File: config.mk
export PLATFORM = sky130hd
export DESIGN_NAME = uart_rx_packetizer
export DESIGN_NICKNAME = d
export VERILOG_FILES = /design/src/rtl/uart_rx_packetizer.sv
export SDC_FILE = /design/constraint.sdc
export NUM_CORES = 1
export LEC_CHECK = 0
export ABC_AREA = 1
export BUFFER_PORTS_ARGS = -buffer_cell sky130_fd_sc_hd__buf_2
export CAP_MARGIN = 10
export CORE_MARGIN = 10
export CORE_UTILIZATION = 55
export DETAILED_ROUTE_END_ITERATION = 12
export PLACE_DENSITY = 0.75
export SKIP_CTS_REPAIR_TIMING = 1
export SYNTH_ARGS = -nofsm -noshare
export SYNTH_HDL_FRONTEND = slang
export SYNTH_SLANG_ARGS = --single-unit
File: constraint.sdc
create_clock -name clk -period 1.7 [get_ports clk]
set_input_delay 0.51 -clock clk [delete_from_list [all_inputs] [get_ports clk]]
set_output_delay 0.51 -clock clk [all_outputs]
set_load 0.03 [all_outputs]
File: src/rtl/uart_rx_packetizer.sv
// uart_rx_packetizer
//   UART 8N1 receiver feeding the instruction loader. The serial line is
//   synchronised, start/data/stop bits are sampled mid-bit, and each good
//   byte is held in a one-entry buffer until the loader acknowledges it.
//
// Ports
//   clk            system clock, rising-edge active
//   rst_n          asynchronous active-low reset
//   uart_rx        asynchronous serial input, idles high
//   packet_ack     loader consumed the held byte (sampled on clk)
//   uart_packet    held byte, LSB received first
//   packet_ready   held byte is valid (level)
//   framing_error  one-cycle pulse: stop bit sampled low
//   overrun        one-cycle pulse: good byte dropped because buffer was full
module uart_rx_packetizer #(
   parameter int CLKS_PER_BIT = 868,
   parameter int HALF_BIT     = CLKS_PER_BIT / 2
) (
   input  logic       clk,
   input  logic       rst_n,
   input  logic       uart_rx,
   input  logic       packet_ack,
   output logic [7:0] uart_packet,
   output logic       packet_ready,
   output logic       framing_error,
   output logic       overrun
);

   localparam int CW = (CLKS_PER_BIT > 1) ? $clog2(CLKS_PER_BIT) : 1;
   localparam logic [CW-1:0] BIT_LAST  = CW'(CLKS_PER_BIT - 1);
   localparam logic [CW-1:0] HALF_LAST = CW'(HALF_BIT - 1);

   typedef enum logic [2:0] {
      IDLE,
      START,
      DATA,
      STOP,
      WAIT_HIGH
   } state_t;

   state_t        state;
   logic          rx_m;
   logic          rx_s;
   logic [CW-1:0] cnt;
   logic [2:0]    bit_idx;
   logic [7:0]    shreg;

   // Two-flop synchroniser; reset high so a reset never looks like a start edge.
   always_ff @(posedge clk or negedge rst_n) begin
      if (!rst_n) begin
         rx_m <= 1'b1;
         rx_s <= 1'b1;
      end else begin
         rx_m <= uart_rx;
         rx_s <= rx_m;
      end
   end

   always_ff @(posedge clk or negedge rst_n) begin
      if (!rst_n) begin
         state         <= IDLE;
         cnt           <= '0;
         bit_idx       <= '0;
         shreg         <= '0;
         uart_packet   <= '0;
         packet_ready  <= 1'b0;
         framing_error <= 1'b0;
         overrun       <= 1'b0;
      end else begin
         framing_error <= 1'b0;
         overrun       <= 1'b0;

         // Ack clears the buffer; a delivery on the same edge overrides this below.
         if (packet_ready && packet_ack) begin
            packet_ready <= 1'b0;
         end

         case (state)
            IDLE: begin
               cnt <= '0;
               if (!rx_s) begin
                  state <= START;
               end
            end

            START: begin
               if (cnt == HALF_LAST) begin
                  cnt <= '0;
                  if (!rx_s) begin
                     bit_idx <= '0;
                     state   <= DATA;
                  end else begin
                     state   <= IDLE;
                  end
               end else begin
                  cnt <= cnt + CW'(1);
               end
            end

            DATA: begin
               if (cnt == BIT_LAST) begin
                  cnt   <= '0;
                  shreg <= {rx_s, shreg[7:1]};
                  if (bit_idx == 3'd7) begin
                     state <= STOP;
                  end else begin
                     bit_idx <= bit_idx + 3'd1;
                  end
               end else begin
                  cnt <= cnt + CW'(1);
               end
            end

            STOP: begin
               if (cnt == BIT_LAST) begin
                  cnt <= '0;
                  if (rx_s) begin
                     state <= IDLE;
                     // Empty buffer, or full buffer being acked on this very edge.
                     if (!packet_ready || packet_ack) begin
                        uart_packet  <= shreg;
                        packet_ready <= 1'b1;
                     end else begin
                        overrun <= 1'b1;
                     end
                  end else begin
                     framing_error <= 1'b1;
                     state         <= WAIT_HIGH;
                  end
               end else begin
                  cnt <= cnt + CW'(1);
               end
            end

            WAIT_HIGH: begin
               cnt <= '0;
               if (rx_s) begin
                  state <= IDLE;
               end
            end

            default: begin
               cnt   <= '0;
               state <= IDLE;
            end
         endcase
      end
   end

endmodule

Word level (Yosys, flattened, before mapping)
Index checks and enable logic that the tools add are counted.
{"block": "totals", "regBits": 37, "wordCells": 66, "input_bits": 4}
{"block": "op_classes", "n_mux": 29, "n_eq_ne": 15, "n_reduce_logical": 10, "n_addsub": 2}
{"operator": "two-way mux 3 bit", "count": 11}
{"operator": "two-way mux 10 bit", "count": 2}
{"operator": "case mux 10 bit (2 select lines)", "count": 1}
{"operator": "!= test 2 bit, second input constant", "count": 8}
{"operator": "case mux 3 bit (5 select lines)", "count": 1}
{"operator": "two-way mux 1 bit", "count": 12}
{"operator": "adder 10 x 1 -> 10 bit, second input constant", "count": 1}
{"operator": "equality test 10 bit, second input constant", "count": 1}
{"operator": "equality test 10 x 9 -> 1 bit, second input constant", "count": 1}
{"operator": "equality test 3 x 2 -> 1 bit, second input constant", "count": 2}
{"operator": "equality test 3 bit, second input constant", "count": 2}
{"operator": "case mux 3 bit (2 select lines)", "count": 1}
{"operator": "AND reduction 6 bit", "count": 1}
{"operator": "AND reduction 5 bit", "count": 1}
{"operator": "AND reduction 4 bit", "count": 1}
{"operator": "adder 3 x 1 -> 3 bit, second input constant", "count": 1}
{"operator": "equality test 3 x 1 -> 1 bit, second input constant", "count": 1}
{"operator": "zero test 3 bit", "count": 1}
{"operator": "two-way mux 2 bit", "count": 1}
{"operator": "AND reduction 2 bit", "count": 1}
{"operator": "nonzero test 2 bit", "count": 1}
{"operator": "OR reduction 2 bit", "count": 1}
{"operator": "logical AND 1 bit", "count": 1}
{"operator": "zero test 1 bit", "count": 1}
{"operator": "logical OR 1 bit", "count": 1}

Logic depth before layout (Yosys ltp)
Gate-level depths: netlist (run 1).
{"block": "depth", "ltp_word": 6, "depth_mapped": 10}

Least setup slack after synthesis (run 1)
Ideal clock, no wire load.
{"block": "synth_path", "path_type": "reg2reg", "from": "reg cnt[0]", "to": "reg uart_packet[0]", "stages_incl_launch_ff": 9, "t_required_ns": 1.582, "arrival_ns": 1.419, "slack_ns": 0.164, "setup_ns": 0.118, "cell_sequence": "dfrtp_1 -> ha_1 -> nand2_1 -> nor2_1 -> nand2_2 -> nor3_4 -> nand2_4 -> nand2_1 -> nand2_1"}
{"block": "synth_between", "elab_chain_cells": 2}
{"item": "start, declared", "line_no": "44", "rtl": "logic [CW-1:0] cnt;"}
{"item": "start signal, assigned", "line_no": "96", "rtl": "cnt <= cnt + CW'(1);"}
{"item": "start signal, assigned", "line_no": "110", "rtl": "cnt <= cnt + CW'(1);"}
{"item": "start signal, assigned", "line_no": "131", "rtl": "cnt <= cnt + CW'(1);"}
{"item": "equality test 10 bit", "line_no": "115", "rtl": "if (cnt == BIT_LAST) begin"}
{"item": "AND reduction 4 bit (no source line)"}
{"item": "end signal, assigned", "line_no": "121", "rtl": "uart_packet <= shreg;"}
{"item": "end, declared", "line_no": "23", "rtl": "output logic [7:0] uart_packet,"}
No other way between the ends.
A chain may end at the register's enable or synchronous reset.

Worst setup path in the final report (run 1)
{"block": "layout_path", "from": "reg cnt[1]", "to": "reg uart_packet[1]"}
Same word-level chain as after synthesis.

==> impl_metrics.csv, run 1 <==
group,metric,value,unit
timing,fmax,631,MHz
detailed_routing,wl_per_cell,12.2,µm
critical_path,critPathCaptureType,"register",
global_routing,grt_antenna_before_repair,0,
clocking,cts.htree.levels,2,
die,fp.dieW,75.6,µm
logic_synthesis,syn-num-nets,207,
global_routing,grt_usage,12.4,%
detailed_routing,drtIter0Drc,120,
timing,layout_setup_ws,0.116,ns
logic_synthesis,ys_warn_count,0,
placement,post_dp_cell_area,0.00184,mm²
run_status,status,"complete, no violations",
critical_path,path_class,"register to register",
timing,fin_crit_sh,93.2,%
power,p_int,1.13,mW
die,core,0.00300,mm²
timing,whs,0.0666,ns
power,clkPwrFrac,35.6,%
clocking,clk_latency,0.34,ns
power,netSwitchingPower,290,µW
logic_synthesis,synth.area.top_cells,"dfrtp_1 (52%), nand2_1 (13%), nand3_1 (5.3%)",
global_routing,grt_max_degree,24,
cells_and_area,final_common_cell,"nand2_1",
power,pwr-share-comb,2.1,%
detailed_routing,drc_errors,0,
logic_synthesis,synth_top_area_share,51.5,%
power,switching_share,20.4,%
cells_and_area,layout_common_cells,"nand2_1 (59), dfrtp_1 (35), inv_1 (19), nand3_1 (18), buf_2 (14)",
placement,place.port_buffers,14,
placement,dpl.hpwl,2420,µm
worst_hold_path,holdCritPathClass,"primary input to asynchronous set/reset pin",
power,powerDensity,730,mW/mm²
placement,place_ws,0.132,ns
critical_path,cp.arrival,1.82,ns
timing,worstMarginPinSlew,0.372,ns
power,ir_drop,0.472,mV
job,drv_cap,0,
cells_and_area,drive_above_1_share,19.1,%
logic_synthesis,synth-seq-cells,37,
critical_path,r2r_start,"cnt[1]",
global_routing,grt_pass1_vias,1225,
clocking,cts_max_path_buffers,2,
clocking,cts_tree,"built",
die,rows,20,
logic_synthesis,yosys.area.top_type,"dfrtp_1",
placement,gpl.final_weighted_congestion,0.874,
cells_and_area,register_area,928,µm²
cells_and_area,fillCellCount,260,
detailed_routing,routed_wl,3150,µm
global_routing,grt_pass1_wl,5420,µm
clocking,cts_buffers,5,
logic_synthesis,syn_area,0.00170,mm²
timing,setup_tns,0,ns
die,start_util,56.6,%
detailed_routing,drt-vias-per-instance,5.14,
power,p_leak,1.07,nW
detailed_routing,firstDrtPassIters,4,
timing,relSlewSlack,75.1,%
cells_and_area,nNetsFinal,232,
die,die-height,75.6,µm
cells_and_area,synthToLayoutAreaGrowth,14.6,%
critical_path,reg2regPathDepth,8,
timing,slew_violations,0,
cells_and_area,final_cell_area,0.00195,mm²
logic_synthesis,yosysUniqueCellTypes,23,
die,ioPinCount,15,
clocking,clock_sinks,37,
power,p_seq_share,62.3,%
global_routing,grt.overflow.total,0,
logic_synthesis,synthCells,199,
logic_synthesis,seq_area_frac_synth,54.6,%
critical_path,crit_path_max_fanout,8,
cells_and_area,multiInputGateArea,691,µm²
cells_and_area,diodes,0,
clocking,cts_root_buffer,"clkbuf_4",
timing,finalSetupViolCount,0,
logic_synthesis,synth_area_per_cell,8.54,µm²
clocking,path_clk_slew,0.10,ns
timing,min_period,1.58,ns
detailed_routing,ant_nets,0,
timing,finClkSkew,0.00712,ns
die,die_area,0.00572,mm²
timing,hold_viol_final,0,
critical_path,setup.worst_path.start_class,"register",
critical_path,rrSetupSlack,0.12,ns
detailed_routing,vias,1325,
critical_path,r2r-end,"uart_packet[1]",
critical_path,critPathRequiredTime,1.94,ns
## how the worst max path moves through the flow
| stage | start | end | cells after the start |
|---|---|---|---|
| after floorplan | cnt[0] | uart_packet[0] | 8 |
| after global placement | cnt[1] | uart_packet[4] | 8 |
| after detailed placement | cnt[1] | uart_packet[1] | 8 |
| after CTS | cnt[1] | uart_packet[4] | 8 |
| after global routing | cnt[1] | uart_packet[1] | 8 |
| final | cnt[1] | uart_packet[1] | 8 |
## cell type report
cell class / instances / area share (%)
repair buffers: 21 / 7.13
multi-input cells: 138 / 35.5
well taps: 33 / 2.12
clock inverters: 1 / 0.257
clock buffers: 7 / 3.34
flip-flops and latches: 37 / 47.7
inverters: 21 / 4.05
## cells in the mapped netlist
cell / count
nor3_4: 1
buf_2: 1
nand3b_1: 1
nand2_1: 59
nand2_2: 4
inv_2: 2
nor2_2: 1
nor3_1: 4
inv_1: 19
clkbuf_1: 2
dfstp_2: 2
nand2_4: 1
xnor2_1: 1
o21ai_0: 8
nand4_1: 1
xor2_1: 5
a21oi_1: 13
nand3_1: 18
dfrtp_1: 35
or2_2: 1
ha_1: 4
o21ai_1: 2
nor2_1: 14
## through the flow
step | std cells | util [%] | total power [mW]
2_1_floorplan | 199 | - | 0.907
3_3_place_gp | 247 | 61.3 | 0.933
3_5_place_dp | 247 | 61.3 | 0.933
4_1_cts | 255 | 63.7 | 1.44
5_1_grt | 258 | 64.9 | 1.50
6_report | 258 | 64.9 | 1.42
## power by group through the flow
stage	sequential, mW	combinational (mW)	clock, mW
floorplan	0.902	0.00444	0
global placement	0.902	0.0303	0
detailed placement	0.903	0.0309	0
CTS	0.886	0.0309	0.527
global route	0.886	0.0349	0.580
finish	0.885	0.0296	0.507
## sequential cells by signal, indices dropped and copies added, names as in the netlist
register	count
state	3
packet_ready	1
shreg	8
uart_packet	8
rx_m	1
framing_error	1
overrun	1
bit_idx	3
cnt	10
rx_s	1
## critical path: stages (launching register included)
cell and delay [ns]:
dfrtp_1 0.38, ha_2 0.21, nand2_1 0.07, nor2_2 0.15, nand2_4 0.09, nor3_4 0.31, nand2_4 0.13, nand2_1 0.09
nand2_1 0.05
## logic make-up (layout without fill, tap and decap cells)
group,after synthesis,count (layout),synth area share (%)
compound gates,23,23,6.77
xor+xnor,6,6,3.09
fa+ha+maj,4,4,2.94
buf+inv,24,50,5.37
flops,37,37,54.6
simple gates,105,105,27.2
## metal layers
metal	vias up	wire (µm)	global-route usage (%)
met1	617	1440	14.9
met4	0	29	3.71
met5	-	0	0
met2	23	1480	20.2
met3	4	206	4.56
li1	681	-	-
(Power assumes the default switching activity.)
==> run 2: changes to the inputs <==
CELL_PAD_IN_SITES_DETAIL_PLACEMENT = 1   (was default)
CELL_PAD_IN_SITES_GLOBAL_PLACEMENT = 2   (was default)
CORE_UTILIZATION = 35   (was 55)
PLACE_DENSITY = 0.77   (was 0.75)
==> run 2 against run 1 <==
Compared with the run above: sequential share of layout area fell by 0.72 points; cell count rose by 13%; global-route usage fell by 2.3 points; critical path depth rose by 1; die area rose by 41%; highest routed layer unchanged; combinational power fell by 9.8%; count of clock-buffer cells in the layout rose by 1; hold slack improved by 0.19 ns; non-clock buffer count fell by 1; routed wire length rose by 25%; clock power rose by 15%; maximum frequency rose by 1.7%.
==> impl_metrics.csv, run 2 (synthesis results as in run 1) <==
group,metric,value,unit
die,fp.dieW,89.7,µm
detailed_routing,wl_per_cell,13.5,µm
clocking,cts_tree,"built",
timing,finClkSkew,0.00270,ns
cells_and_area,largest_reg_flops,10,
global_routing,grt_max_degree,38,
detailed_routing,wl_met2,1870,µm
cells_and_area,drive_above_1_share,17.9,%
die,core,0.00472,mm²
detailed_routing,highest_layer,"met4",
placement,dpl.hpwl,2990,µm
clocking,cts_buffers,5,
global_routing,grt_pass1_wl,6690,µm
detailed_routing,wl_met1,1890,µm
critical_path,rrSetupSlack,0.14,ns
power,ir_drop,0.323,mV
timing,finalSetupViolCount,0,
critical_path,crit_end,"uart_packet[6]",
cells_and_area,final_common_cell,"nand2_1",
critical_path,setup.worst_path.start_class,"register",
cells_and_area,top_regs,"cnt: 10 flops, shreg: 8 flops, uart_packet: 8 flops",
critical_path,critPathCaptureType,"register",
clocking,cts_root_buffer,"clkbuf_8",
timing,hold_viol_final,0,
timing,slew_violations,0,
clocking,path_clk_slew,0.07,ns
clocking,cts.htree.levels,2,
global_routing,grt.overflow.total,0,
critical_path,reg2regPathDepth,9,
clocking,clk_latency,0.28,ns
detailed_routing,routed_wl,3930,µm
cells_and_area,nNetsFinal,231,
cells_and_area,post-route-util,41.9,%
die,start_util,36.0,%
worst_hold_path,holdCritPathClass,"primary input to asynchronous set/reset pin",
timing,fin_crit_sh,91.6,%
clocking,cts_max_path_buffers,2,
cells_and_area,layout_common_cells,"nand2_1 (59), dfrtp_1 (35), inv_1 (19), nand3_1 (18), buf_2 (14)",
critical_path,r2r-end,"uart_packet[6]",
clocking,clock_sinks,37,
global_routing,grt_pass1_vias,1419,
detailed_routing,drt-vias-per-instance,4.62,
die,die-height,89.7,µm
timing,relSlewSlack,68.6,%
die,ioPinCount,15,
detailed_routing,drc_errors,0,
global_routing,grt_usage,10.0,%
die,rows,25,
timing,min_period,1.56,ns
detailed_routing,vias,1344,
critical_path,cp-startpoint,"cnt[1]",
detailed_routing,firstDrtPassIters,4,
detailed_routing,wl_met3,135,µm
power,p_leak,1.04,nW
timing,whs,0.259,ns
critical_path,critPathRequiredTime,1.87,ns
critical_path,cp.arrival,1.73,ns
cells_and_area,diodes,0,
critical_path,path_class,"register to register",
job,drv_cap,0,
run_status,status,"complete, no violations",
power,powerDensity,755,mW/mm²
placement,place.port_buffers,14,
cells_and_area,synthToLayoutAreaGrowth,16.3,%
critical_path,r2r_start,"cnt[1]",
critical_path,crit_path_max_fanout,8,
detailed_routing,drtIter0Drc,64,
global_routing,grt_antenna_before_repair,0,
placement,gpl.final_weighted_congestion,0.799,
die,die_area,0.00805,mm²
detailed_routing,ant_nets,0,
cells_and_area,top_register,"cnt",
timing,fmax,642,MHz
timing,worstMarginPinSlew,0.471,ns
-- run 2: cell count changes in the layout (fill, tap and decap cells not counted) --
cell / change
buf_12: -1
clkbuf_1: +3
clkbuf_4: -5
clkbuf_8: +3
clkinv_2: -1
nand2_2: +1
nand2_4: -1
nor2_1: -1
nor2_2: +1
-- run 2: how the worst min path moves through the flow --
stage | start | to | slack [ns] | depth (start not counted)
after detailed placement | rx_m | rx_s | 0.35 | 0
after CTS | rst_n | cnt[6] | 0.27 | 2
after floorplan | rst_n | bit_idx[0] | 0.21 | 0
after global routing | rst_n | cnt[6] | 0.28 | 2
after global placement | rx_m | rx_s | 0.35 | 0
final | rst_n | cnt[6] | 0.26 | 2
-- run 2: power by group --
group	internal [mW]	switching, mW
logic	0.00521	0.0215
clock network	0.291	0.289
registers	0.884	0.00183
total	1.18	0.313
-- run 2: layer usage --
layer	up-vias	GRT usage [%]
met5	-	0
li1	678	-
met1	649	11.9
met3	2	3.66
met4	0	4.04
met2	15	16.0
-- run 2: final cells by class --
cell class	count	area, µm²
multi-input combinational	138	688
tap	67	83.8
fill	565	2750
timing repair buffer	20	119
sequential	37	928
clock buffer	8	80.1
inverter	21	78.8
-- run 2: worst max-delay path, cell delays in order, from the launching register on --
cell and delay, ns:
dfrtp_1 0.37, ha_2 0.21, nand2_1 0.06, nor2_1 0.12, nand2_2 0.12, nor3_4 0.17
buf_4 0.18, nand2_4 0.09, nand2_1 0.09, nand2_1 0.05
-- run 2: per-stage QoR --
stage	instance area, µm²	total power [mW]	TNS [ns]	setup slack, ns	std cells
floorplan	1700	0.907	0	0.164	199
global placement	1870	0.930	0	0.152	281
detailed placement	1870	0.932	0	0.0986	281
CTS	1950	1.52	0	0.0856	289
global route	1980	1.57	-0.0136	-0.0136	291
finish	1980	1.49	0	0.142	291
